### config.mk
export PLATFORM = sky130hd
export DESIGN_NAME = snn_core_flat
export DESIGN_NICKNAME = d
export VERILOG_FILES = /design/src/rtl/snn_core_if.sv /design/src/rtl/snn_core.sv /design/src/flat_wrapper.sv
export SDC_FILE = /design/constraint.sdc
export NUM_CORES = 2
export LEC_CHECK = 0
export ABC_AREA = 1
export CORE_MARGIN = 10
export CORE_UTILIZATION = 50
export CTS_BUF_LIST = sky130_fd_sc_hd__clkbuf_16
export CTS_CLUSTER_SIZE = 24
export DETAILED_ROUTE_END_ITERATION = 8
export GPL_TIMING_DRIVEN = 0
export PLACE_DENSITY = 0.66
export SYNTH_ARGS = -nofsm -noshare
export SYNTH_HDL_FRONTEND = slang
export SYNTH_SLANG_ARGS = --single-unit
### constraint.sdc
create_clock -name spkclk -period 15.6 [get_ports spkclk]
set_input_delay 1.56 -clock spkclk [delete_from_list [all_inputs] [get_ports spkclk]]
set_output_delay 1.56 -clock spkclk [all_outputs]
set_load 0.005 [all_outputs]
### src/rtl/snn_core_if.sv
// rtl/snn_core_if.sv - write port and spike I/O bundle for snn_core
//
// Purpose: groups the weight/config write port and the spike/debug streams
// of snn_core so a driver and the core connect through one port.
// Signals:
//   mem_write  weight write strobe
//   cfg_write  config register write strobe
//   wr_addr    weight or config address (32 bits)
//   wr_data    write data, low PRECISION bits used as a signed value
//   spk_in     input spikes for the current timestep
//   spk_out    registered output-layer spikes
//   gpout      monitored neuron vmem, zero-extended
// Modports: master drives writes and spk_in; slave is the core.
interface snn_core_if #(
  parameter int INPUT_NEURONS  = 4,
  parameter int OUTPUT_NEURONS = 2,
  parameter int GPOUT_WIDTH    = 16
);
  logic                      mem_write;
  logic                      cfg_write;
  logic [31:0]               wr_addr;
  logic [31:0]               wr_data;
  logic [INPUT_NEURONS-1:0]  spk_in;
  logic [OUTPUT_NEURONS-1:0] spk_out;
  logic [GPOUT_WIDTH-1:0]    gpout;

  modport master (
    output mem_write, cfg_write, wr_addr, wr_data, spk_in,
    input  spk_out, gpout
  );

  modport slave (
    input  mem_write, cfg_write, wr_addr, wr_data, spk_in,
    output spk_out, gpout
  );
endinterface

### src/rtl/snn_core.sv
// rtl/snn_core.sv - two-layer fully connected LIF spiking network core
//
// Purpose: input spikes -> hidden LIF layer -> output LIF layer, one
// timestep per spkclk edge, with on-chip weight memory and global neuron
// configuration registers written through the bus write port.
// Ports:
//   spkclk  single clock for writes and timesteps
//   rst     synchronous active-high reset (clears weights, state, config)
//   bus     snn_core_if slave: mem_write/cfg_write/wr_addr/wr_data write
//           port, spk_in input spikes, spk_out output spikes, gpout debug
//           vmem of the neuron selected by LAYER/NEURON_TO_MONITOR
module snn_core #(
  parameter int INPUT_NEURONS  = 4,
  parameter int HIDDEN_NEURONS = 4,
  parameter int OUTPUT_NEURONS = 2,
  parameter int PRECISION      = 16,
  parameter int GPOUT_WIDTH    = 16
) (
  input  logic       spkclk,
  input  logic       rst,
  snn_core_if.slave  bus
);

  localparam int MAXN = (INPUT_NEURONS > HIDDEN_NEURONS) ? INPUT_NEURONS : HIDDEN_NEURONS;
  // Wide enough for a full fan-in sum plus the leak step without wrapping.
  localparam int AW = PRECISION + $clog2(MAXN + 1) + 2;
  localparam int L0_BASE = 0;
  localparam int L1_BASE = HIDDEN_NEURONS * INPUT_NEURONS;

  localparam logic signed [AW-1:0] MAXW = {{(AW-PRECISION+1){1'b0}}, {(PRECISION-1){1'b1}}};
  localparam logic signed [AW-1:0] MINW = {{(AW-PRECISION+1){1'b1}}, {(PRECISION-1){1'b0}}};

  typedef struct packed {
    logic signed [PRECISION-1:0] v;
    logic        [PRECISION-1:0] r;
    logic                        s;
  } nstate_t;

  logic signed [PRECISION-1:0] w0 [HIDDEN_NEURONS][INPUT_NEURONS];
  logic signed [PRECISION-1:0] w1 [OUTPUT_NEURONS][HIDDEN_NEURONS];
  // 0 VTH, 1 DECAY, 2 GROW, 3 VREST, 4 RESET_MECH, 5 REFR, 6 LAYER, 7 NEURON
  logic signed [PRECISION-1:0] cfg [8];

  logic signed [PRECISION-1:0] vmem0 [HIDDEN_NEURONS];
  logic        [PRECISION-1:0] refr0 [HIDDEN_NEURONS];
  logic        [HIDDEN_NEURONS-1:0] spk0;
  logic signed [PRECISION-1:0] vmem1 [OUTPUT_NEURONS];
  logic        [PRECISION-1:0] refr1 [OUTPUT_NEURONS];
  logic        [OUTPUT_NEURONS-1:0] spk1;

  nstate_t nxt0 [HIDDEN_NEURONS];
  nstate_t nxt1 [OUTPUT_NEURONS];

  function automatic logic signed [AW-1:0] sx(input logic signed [PRECISION-1:0] x);
    return {{(AW-PRECISION){x[PRECISION-1]}}, x};
  endfunction

  function automatic logic signed [PRECISION-1:0] sat(input logic signed [AW-1:0] x);
    if (x > MAXW)      return MAXW[PRECISION-1:0];
    else if (x < MINW) return MINW[PRECISION-1:0];
    else               return x[PRECISION-1:0];
  endfunction

  // One LIF step: refractory hold, leak toward VREST, integrate, fire.
  function automatic nstate_t upd(input logic signed [PRECISION-1:0] v,
                                  input logic        [PRECISION-1:0] r,
                                  input logic signed [AW-1:0]        isum);
    logic signed [AW-1:0] vw, rest, vl, vs, vth;
    nstate_t n;
    vw   = sx(v);
    rest = sx(cfg[3]);
    vth  = sx(cfg[0]);
    if (vw > rest) begin
      vl = vw - sx(cfg[1]);
      if (vl < rest) vl = rest;
    end else if (vw < rest) begin
      vl = vw + sx(cfg[2]);
      if (vl > rest) vl = rest;
    end else begin
      vl = vw;
    end
    vs = sx(sat(vl + isum));
    if (r != '0) begin
      n.v = cfg[3];
      n.r = r - 1'b1;
      n.s = 1'b0;
    end else if (vs >= vth) begin
      n.v = (cfg[4] == PRECISION'(1)) ? sat(vs - vth) : cfg[3];
      n.r = cfg[5];
      n.s = 1'b1;
    end else begin
      n.v = vs[PRECISION-1:0];
      n.r = '0;
      n.s = 1'b0;
    end
    return n;
  endfunction

  always_comb begin : l0_comb
    logic signed [AW-1:0] acc;
    for (int h = 0; h < HIDDEN_NEURONS; h++) begin
      acc = '0;
      for (int i = 0; i < INPUT_NEURONS; i++)
        if (bus.spk_in[i]) acc = acc + sx(w0[h][i]);
      nxt0[h] = upd(vmem0[h], refr0[h], acc);
    end
  end

  // Output layer sees the hidden spikes registered on the previous edge.
  always_comb begin : l1_comb
    logic signed [AW-1:0] acc;
    for (int o = 0; o < OUTPUT_NEURONS; o++) begin
      acc = '0;
      for (int h = 0; h < HIDDEN_NEURONS; h++)
        if (spk0[h]) acc = acc + sx(w1[o][h]);
      nxt1[o] = upd(vmem1[o], refr1[o], acc);
    end
  end

  always_ff @(posedge spkclk) begin
    if (rst) begin
      for (int h = 0; h < HIDDEN_NEURONS; h++) begin
        for (int i = 0; i < INPUT_NEURONS; i++) w0[h][i] <= '0;
        vmem0[h] <= '0;
        refr0[h] <= '0;
      end
      for (int o = 0; o < OUTPUT_NEURONS; o++) begin
        for (int h = 0; h < HIDDEN_NEURONS; h++) w1[o][h] <= '0;
        vmem1[o] <= '0;
        refr1[o] <= '0;
      end
      spk0 <= '0;
      spk1 <= '0;
      for (int k = 1; k < 8; k++) cfg[k] <= '0;
      cfg[0] <= PRECISION'(100);
    end else begin
      for (int h = 0; h < HIDDEN_NEURONS; h++) begin
        vmem0[h] <= nxt0[h].v;
        refr0[h] <= nxt0[h].r;
        spk0[h]  <= nxt0[h].s;
      end
      for (int o = 0; o < OUTPUT_NEURONS; o++) begin
        vmem1[o] <= nxt1[o].v;
        refr1[o] <= nxt1[o].r;
        spk1[o]  <= nxt1[o].s;
      end
      // Address decode by exact match so out-of-range addresses fall through.
      if (bus.mem_write) begin
        for (int h = 0; h < HIDDEN_NEURONS; h++)
          for (int i = 0; i < INPUT_NEURONS; i++)
            if (bus.wr_addr == 32'(L0_BASE + h*INPUT_NEURONS + i))
              w0[h][i] <= bus.wr_data[PRECISION-1:0];
        for (int o = 0; o < OUTPUT_NEURONS; o++)
          for (int h = 0; h < HIDDEN_NEURONS; h++)
            if (bus.wr_addr == 32'(L1_BASE + o*HIDDEN_NEURONS + h))
              w1[o][h] <= bus.wr_data[PRECISION-1:0];
      end
      if (bus.cfg_write) begin
        for (int k = 0; k < 8; k++)
          if (bus.wr_addr == 32'(k)) cfg[k] <= bus.wr_data[PRECISION-1:0];
      end
    end
  end

  logic [PRECISION-1:0] lsel, nsel, gp;
  assign lsel = cfg[6];
  assign nsel = cfg[7];

  always_comb begin
    gp = '0;
    if (lsel == '0) begin
      for (int h = 0; h < HIDDEN_NEURONS; h++)
        if (nsel == PRECISION'(h)) gp = vmem0[h];
    end else if (lsel == PRECISION'(1)) begin
      for (int o = 0; o < OUTPUT_NEURONS; o++)
        if (nsel == PRECISION'(o)) gp = vmem1[o];
    end
  end

  assign bus.spk_out = spk1;
  assign bus.gpout   = GPOUT_WIDTH'(gp);

  generate
    if (PRECISION < 32) begin : g_unused
      logic unused_wr_data;
      assign unused_wr_data = ^bus.wr_data[31:PRECISION];
    end
  endgenerate

endmodule

### src/flat_wrapper.sv
// flat-port wrapper written by rule: the top's interface ports become plain ports
module snn_core_flat 
#(
  parameter int INPUT_NEURONS  = 4,
  parameter int HIDDEN_NEURONS = 4,
  parameter int OUTPUT_NEURONS = 2,
  parameter int PRECISION      = 16,
  parameter int GPOUT_WIDTH    = 16
)
  (spkclk, rst, bus_mem_write, bus_cfg_write, bus_wr_addr, bus_wr_data, bus_spk_in, bus_spk_out, bus_gpout);
  snn_core_if #(.INPUT_NEURONS(INPUT_NEURONS), .OUTPUT_NEURONS(OUTPUT_NEURONS), .GPOUT_WIDTH(GPOUT_WIDTH)) bus_i ();
  input  logic spkclk;
  input  logic rst;
  input wire logic [$bits(bus_i.mem_write)-1:0] bus_mem_write;
  input wire logic [$bits(bus_i.cfg_write)-1:0] bus_cfg_write;
  input wire logic [$bits(bus_i.wr_addr)-1:0] bus_wr_addr;
  input wire logic [$bits(bus_i.wr_data)-1:0] bus_wr_data;
  input wire logic [$bits(bus_i.spk_in)-1:0] bus_spk_in;
  output wire logic [$bits(bus_i.spk_out)-1:0] bus_spk_out;
  output wire logic [$bits(bus_i.gpout)-1:0] bus_gpout;
  assign bus_i.mem_write = bus_mem_write;
  assign bus_i.cfg_write = bus_cfg_write;
  assign bus_i.wr_addr = bus_wr_addr;
  assign bus_i.wr_data = bus_wr_data;
  assign bus_i.spk_in = bus_spk_in;
  assign bus_spk_out = bus_i.spk_out;
  assign bus_gpout = bus_i.gpout;
  snn_core #(.INPUT_NEURONS(INPUT_NEURONS), .HIDDEN_NEURONS(HIDDEN_NEURONS), .OUTPUT_NEURONS(OUTPUT_NEURONS), .PRECISION(PRECISION), .GPOUT_WIDTH(GPOUT_WIDTH)) u_core (.spkclk(spkclk), .rst(rst), .bus(bus_i));
endmodule
### After elaboration in Yosys (flattened, before gate mapping)

Memory sizes are Yosys's and may differ from the RTL's.
Cells that the tools add are included.

* register bits: 6
* RAM bits: 704
* input port bits: 72
* output and inout bits: 18
* word-level logic and storage cells: 467
* memories kept: 7

* add/sub/neg operators: 48
* order comparisons: 54
* eq/ne operators: 28
* mux-type cells: 265
* bitwise logic cells: 44
* reduce and logical (&&, ||, !) cells: 15

Memories
* u_core.w0: depth 4, width 64, rd ports 4, clocked after memory_dff 0, write ports 4, RTL line snn_core.sv:39 `logic signed [PRECISION-1:0] w0 [HIDDEN_NEURONS][INPUT_NEURONS];`
* u_core.cfg: depth 8, width 16, rd ports 8, clocked after memory_dff 0, write ports 8, RTL line snn_core.sv:42 `logic signed [PRECISION-1:0] cfg [8];`
* u_core.w1: depth 2, width 64, rd ports 2, clocked after memory_dff 0, write ports 2, RTL line snn_core.sv:40 `logic signed [PRECISION-1:0] w1 [OUTPUT_NEURONS][HIDDEN_NEURONS];`
* u_core.refr0: depth 4, width 16, rd ports 4, clocked after memory_dff 0, write ports 4, RTL line snn_core.sv:45 `logic [PRECISION-1:0] refr0 [HIDDEN_NEURONS];`
* u_core.vmem0: depth 4, width 16, rd ports 4, clocked after memory_dff 0, write ports 4, RTL line snn_core.sv:44 `logic signed [PRECISION-1:0] vmem0 [HIDDEN_NEURONS];`
* u_core.refr1: depth 2, width 16, rd ports 2, clocked after memory_dff 0, write ports 2, RTL line snn_core.sv:48 `logic [PRECISION-1:0] refr1 [OUTPUT_NEURONS];`
* +1 memories

Operators by type and width (count)
* $mux 16: 82
* $mux 21: 48
* $mux 33: 12
* $add 21x16->21: 18
* $eq 32x4->1 const B: 8
* $eq 32x5->1 const B: 8
* $gt 21x16->1 const B: 12
* $lt 21x16->1 const B: 12
* $sub 16x16->17: 12
* $eq 32x3->1 const B: 4
* $add 21x21->21: 6
* $mux 1: 123
* $add 16x16->17: 6
* $gt 17x16->1: 6
* $lt 17x16->1: 6
* $ge 16x16->1: 6
* $gt 16x16->1: 6
* $lt 16x16->1: 6
* $reduce_bool 16->1: 6
* $sub 16x1->16 const B: 6
* $eq 32x2->1 const B: 2
* $eq 16x2->1 const B: 3
* $or 1x1->1: 44
* $eq 16x1->1 const B: 2
* 4 further kinds: 10

### Longest topological paths before layout

An unclocked memory read counts as a cell.

* depth after elaboration: 20
* mapped depth: 74
* mapped depth without buffers: 69

### Worst setup path after synthesis

No wires, ideal clock.

* kind: input-to-reg
* from: input port bus_spk_in[0]
* to: memory u_core.vmem0[0][10]
* library setup time: 0.059 ns
* arrival: 10.493 ns
* data required time: 15.541 ns
* setup slack: 5.048 ns
* cell stages on the path: 62
* buffers on the path: 6
* cells stage by stage: buf_6 > buf_6 > clkbuf_1 > buf_1 > nand2_1 > inv_1 > ha_1 > fa_1 > inv_1 > o21ai_0 > inv_1 > fa_1 > o21ai_0 > a21boi_0 > o21ai_0 > a31oi_1 > xor2_1 > o21ai_0 > (+26 left out) > ha_1 > fa_1 > o21ai_0 > nand2_1 > nand2_1 > a21oi_1 > o21ai_0 > a21boi_0 > o211ai_1 > nand2_1 > nand2_1 > buf_2 > nand2_1 > nand2_1 > nand2_1 > a21oi_1 > nand2_1 > nand2_1

RTL lines
* from (decl): RTL line flat_wrapper.sv:18 `input wire logic [$bits(bus_i.spk_in)-1:0] bus_spk_in;`
* to (decl): RTL line snn_core.sv:44

==> qor.csv <==
stage,metric,value,unit
run_status,outcome,"complete, but fails checks",
run_status,violations,"DRC, capacitance limit, slew limit",
routing,vias,85810,
synthesis,synth.cell_area,80460,um^2
global_route,grt_pass1_vias,76690,
clock_tree,cts_tree,done,
clock_tree,clock_sinks,710,
synthesis,ys_top_cells_by_area,"edfxtp_1 (17%), ha_1 (16%), nand2_1 (14%), a21oi_1 (7.5%), inv_1 (6.2%)",
routing,wirelength,355400,um
clock_tree,cts_root_buf,clkbuf_16,
routing,wire_per_inst,24.97,um
sta,hold_violations,0,
synthesis,syn_area_per_cell,6.814,um^2
synthesis,async_flop_share,0,%
sta,worstMarginPinSlew,1573,ps
worst_setup_path,endpoint_kind,register,
worst_setup_path,cp_max_fo,10,
worst_setup_path,rrSetupSlack,3100,ps
final_layout,num-fill-cells,15770,
final_layout,num-nets-final,13140,
floorplan,coreArea,160200,um^2
final_layout,final_util,54.49,%
synthesis,synth-seq-area-share,23.44,%
sta,max_freq,69.43,MHz
floorplan,ioPinCount,90,
final_layout,layout-drive-gt1-share,3.574,%
routing,drtAntennaViolNets,0,
routing,via_per_inst,6.028,
synthesis,syn-num-nets,12960,
routing,drc_errors,6,
worst_setup_path,max_stage_delay,810,ps
placement,io_buffers,70,
clock_tree,cts_hold_buf,0,
routing,drt_iter0_drc,10900,
worst_setup_path,crit_path_start_kind,input port,
placement,place_ws,1074,ps
floorplan,fp.dieW,421.1,um
sta,max_slew_margin,-5.246,%
synthesis,ys_seq_elements,710,
worst_setup_path,worstPathArrival,14910,ps
clock_tree,cts_resized,0,
floorplan,die_y,421.1,um
global_route,overflow,0,
clock_tree,numCtsBuffers,81,
sta,finalSetupTns,0,ps
floorplan,die_area,177400,um^2
sta,period_share,92.33,%
global_route,grtUsageTotal,37.69,%
run,maxCapViolations,15,
synthesis,synth-edff-count,464,
placement,gp_congestion,1.072,
worst_setup_path,path_class,input port to register,
worst_setup_path,path_buf_inv,10,
worst_setup_path,cp_top_family,compound AO/OA/AOI/OAI gates,
sta,rsz0062_at_grt,false,
routing,first_pass_iters,9,
synthesis,synth_largest_area_cell,edfxtp_1,
clock_tree,htree_levels,3,
clock_tree,clk_pin_slew,60,ps
floorplan,rows,147,
clock_tree,clk_latency,740,ps
synthesis,synth_ff_type,edfxtp_1,
sta,clock_skew,61.44,ps
final_layout,mostFrequentLayoutCell,nand2_1,
sta,finalMaxSlewViolations,107,
clock_tree,post-cts-setup-buffers,0,
sta,fin_crit,14400,ps
clock_tree,clk_path_buf_depth,3,
global_route,grt_antenna_before_repair,22,
synthesis,synth_top_area_share,17.32,%
worst_setup_path,cpMaxStageDelayCell,buf_1,
placement,dp_hpwl,281500,um
synthesis,yosys_warnings,0,
synthesis,synth_cell_types,78,
worst_setup_path,crit_required,16100,ps
floorplan,start_util,50.22,%
sta,finalSetupViolCount,0,
global_route,grt_max_degree,40,
final_layout,layout_common_cells,"nand2_1 (2901), inv_1 (1341), a21oi_1 (1210)",
sta,finalWorstSetupSlack,1197,ps
hold_path,min_path_type,register to register,
global_route,grt_pass1_wl,502500,um
synthesis,syn_inst,11810,
worst_setup_path,path_common_cell,nand2_1,
final_layout,area.growth.synth_to_final,8.497,%
==> metal layers <==
layer | up-vias | track usage (%) | part of all wire (%)
met5 | - | 0 | 0.027
met1 | 39750 | 50.38 | 41
li1 | 40260 | - | -
met3 | 995 | 7.858 | 11
met2 | 4793 | 55.58 | 41
met4 | 14 | 22.68 | 7.1
==> path summary, 6_finish.rpt <==
check                                         start             endpoint  cells after the start
worst min-delay path            u_core.refr1[0][16]  u_core.refr1[0][16]                      1
worst max register to register       u_core.spk0[0]  u_core.vmem1[0][21]                     69
worst max-delay path                  bus_spk_in[0]  u_core.vmem0[1][15]                     58
worst min register to register  u_core.refr1[0][16]  u_core.refr1[0][16]                      1
==> through the flow <==
stage	instances	cell area (um^2)	hold WS [ps]
detailed placement	14070	84500	449.8
CTS	14220	87250	458.6
floorplan	11810	80460	432.8
global placement	14040	83860	444.7
global route	14230	87270	485.8
finish	14240	87290	457.7
==> Yosys cell counts (all sizes together), types with 62 or more instances <==
library cell,count
a21o,75
a21oi,1214
a31oi,92
buf,94
clkbuf,233
dfxtp,246
edfxtp,464
ha,1035
inv,1341
nand2,2974
nand3,621
nand4,113
nor2,1035
nor3,112
o21ai,955
o21bai,62
xnor2,234
xor2,417
==> sequential cells by signal, summed over array words and instances (netlist names) <==
| name | count |
|---|---|
| u_core.w0 | 256 |
| u_core.cfg | 128 |
| u_core.refr0 | 64 |
| u_core.refr1 | 32 |
| u_core.w1 | 128 |
| u_core.vmem1 | 32 |
| u_core.vmem0 | 64 |
| u_core.spk0 | 4 |
| u_core.bus.spk_out | 2 |
==> kinds of logic after synthesis <==
group           after synthesis  share of synthesized area, %
simple gates               5013                         25.96
compound gates             2680                         18.24
buf+inv                    1676                         8.115
fa+ha+maj                  1077                         17.14
flops                       710                         23.44
xor+xnor                    651                         7.096
mux                           1                       0.01244
==> cell type report <==
cell class / instances / area, um^2 / area share, %
timing repair buffer: 102 / 1249 / 1.430
clock buffer: 85 / 2127 / 2.437
sequential: 710 / 18860 / 21.61
inverter: 1347 / 5056 / 5.792
antenna: 14 / 35.03 / 0.04013
buffer: 329 / 1511 / 1.731
tap: 2160 / 2703 / 3.096
clock inverter: 66 / 624.3 / 0.7152
multi-input combinational: 9422 / 55130 / 63.15
Power is not shown: default switching activity piles up to over one toggle a cycle in this logic, so the estimate is an artifact.
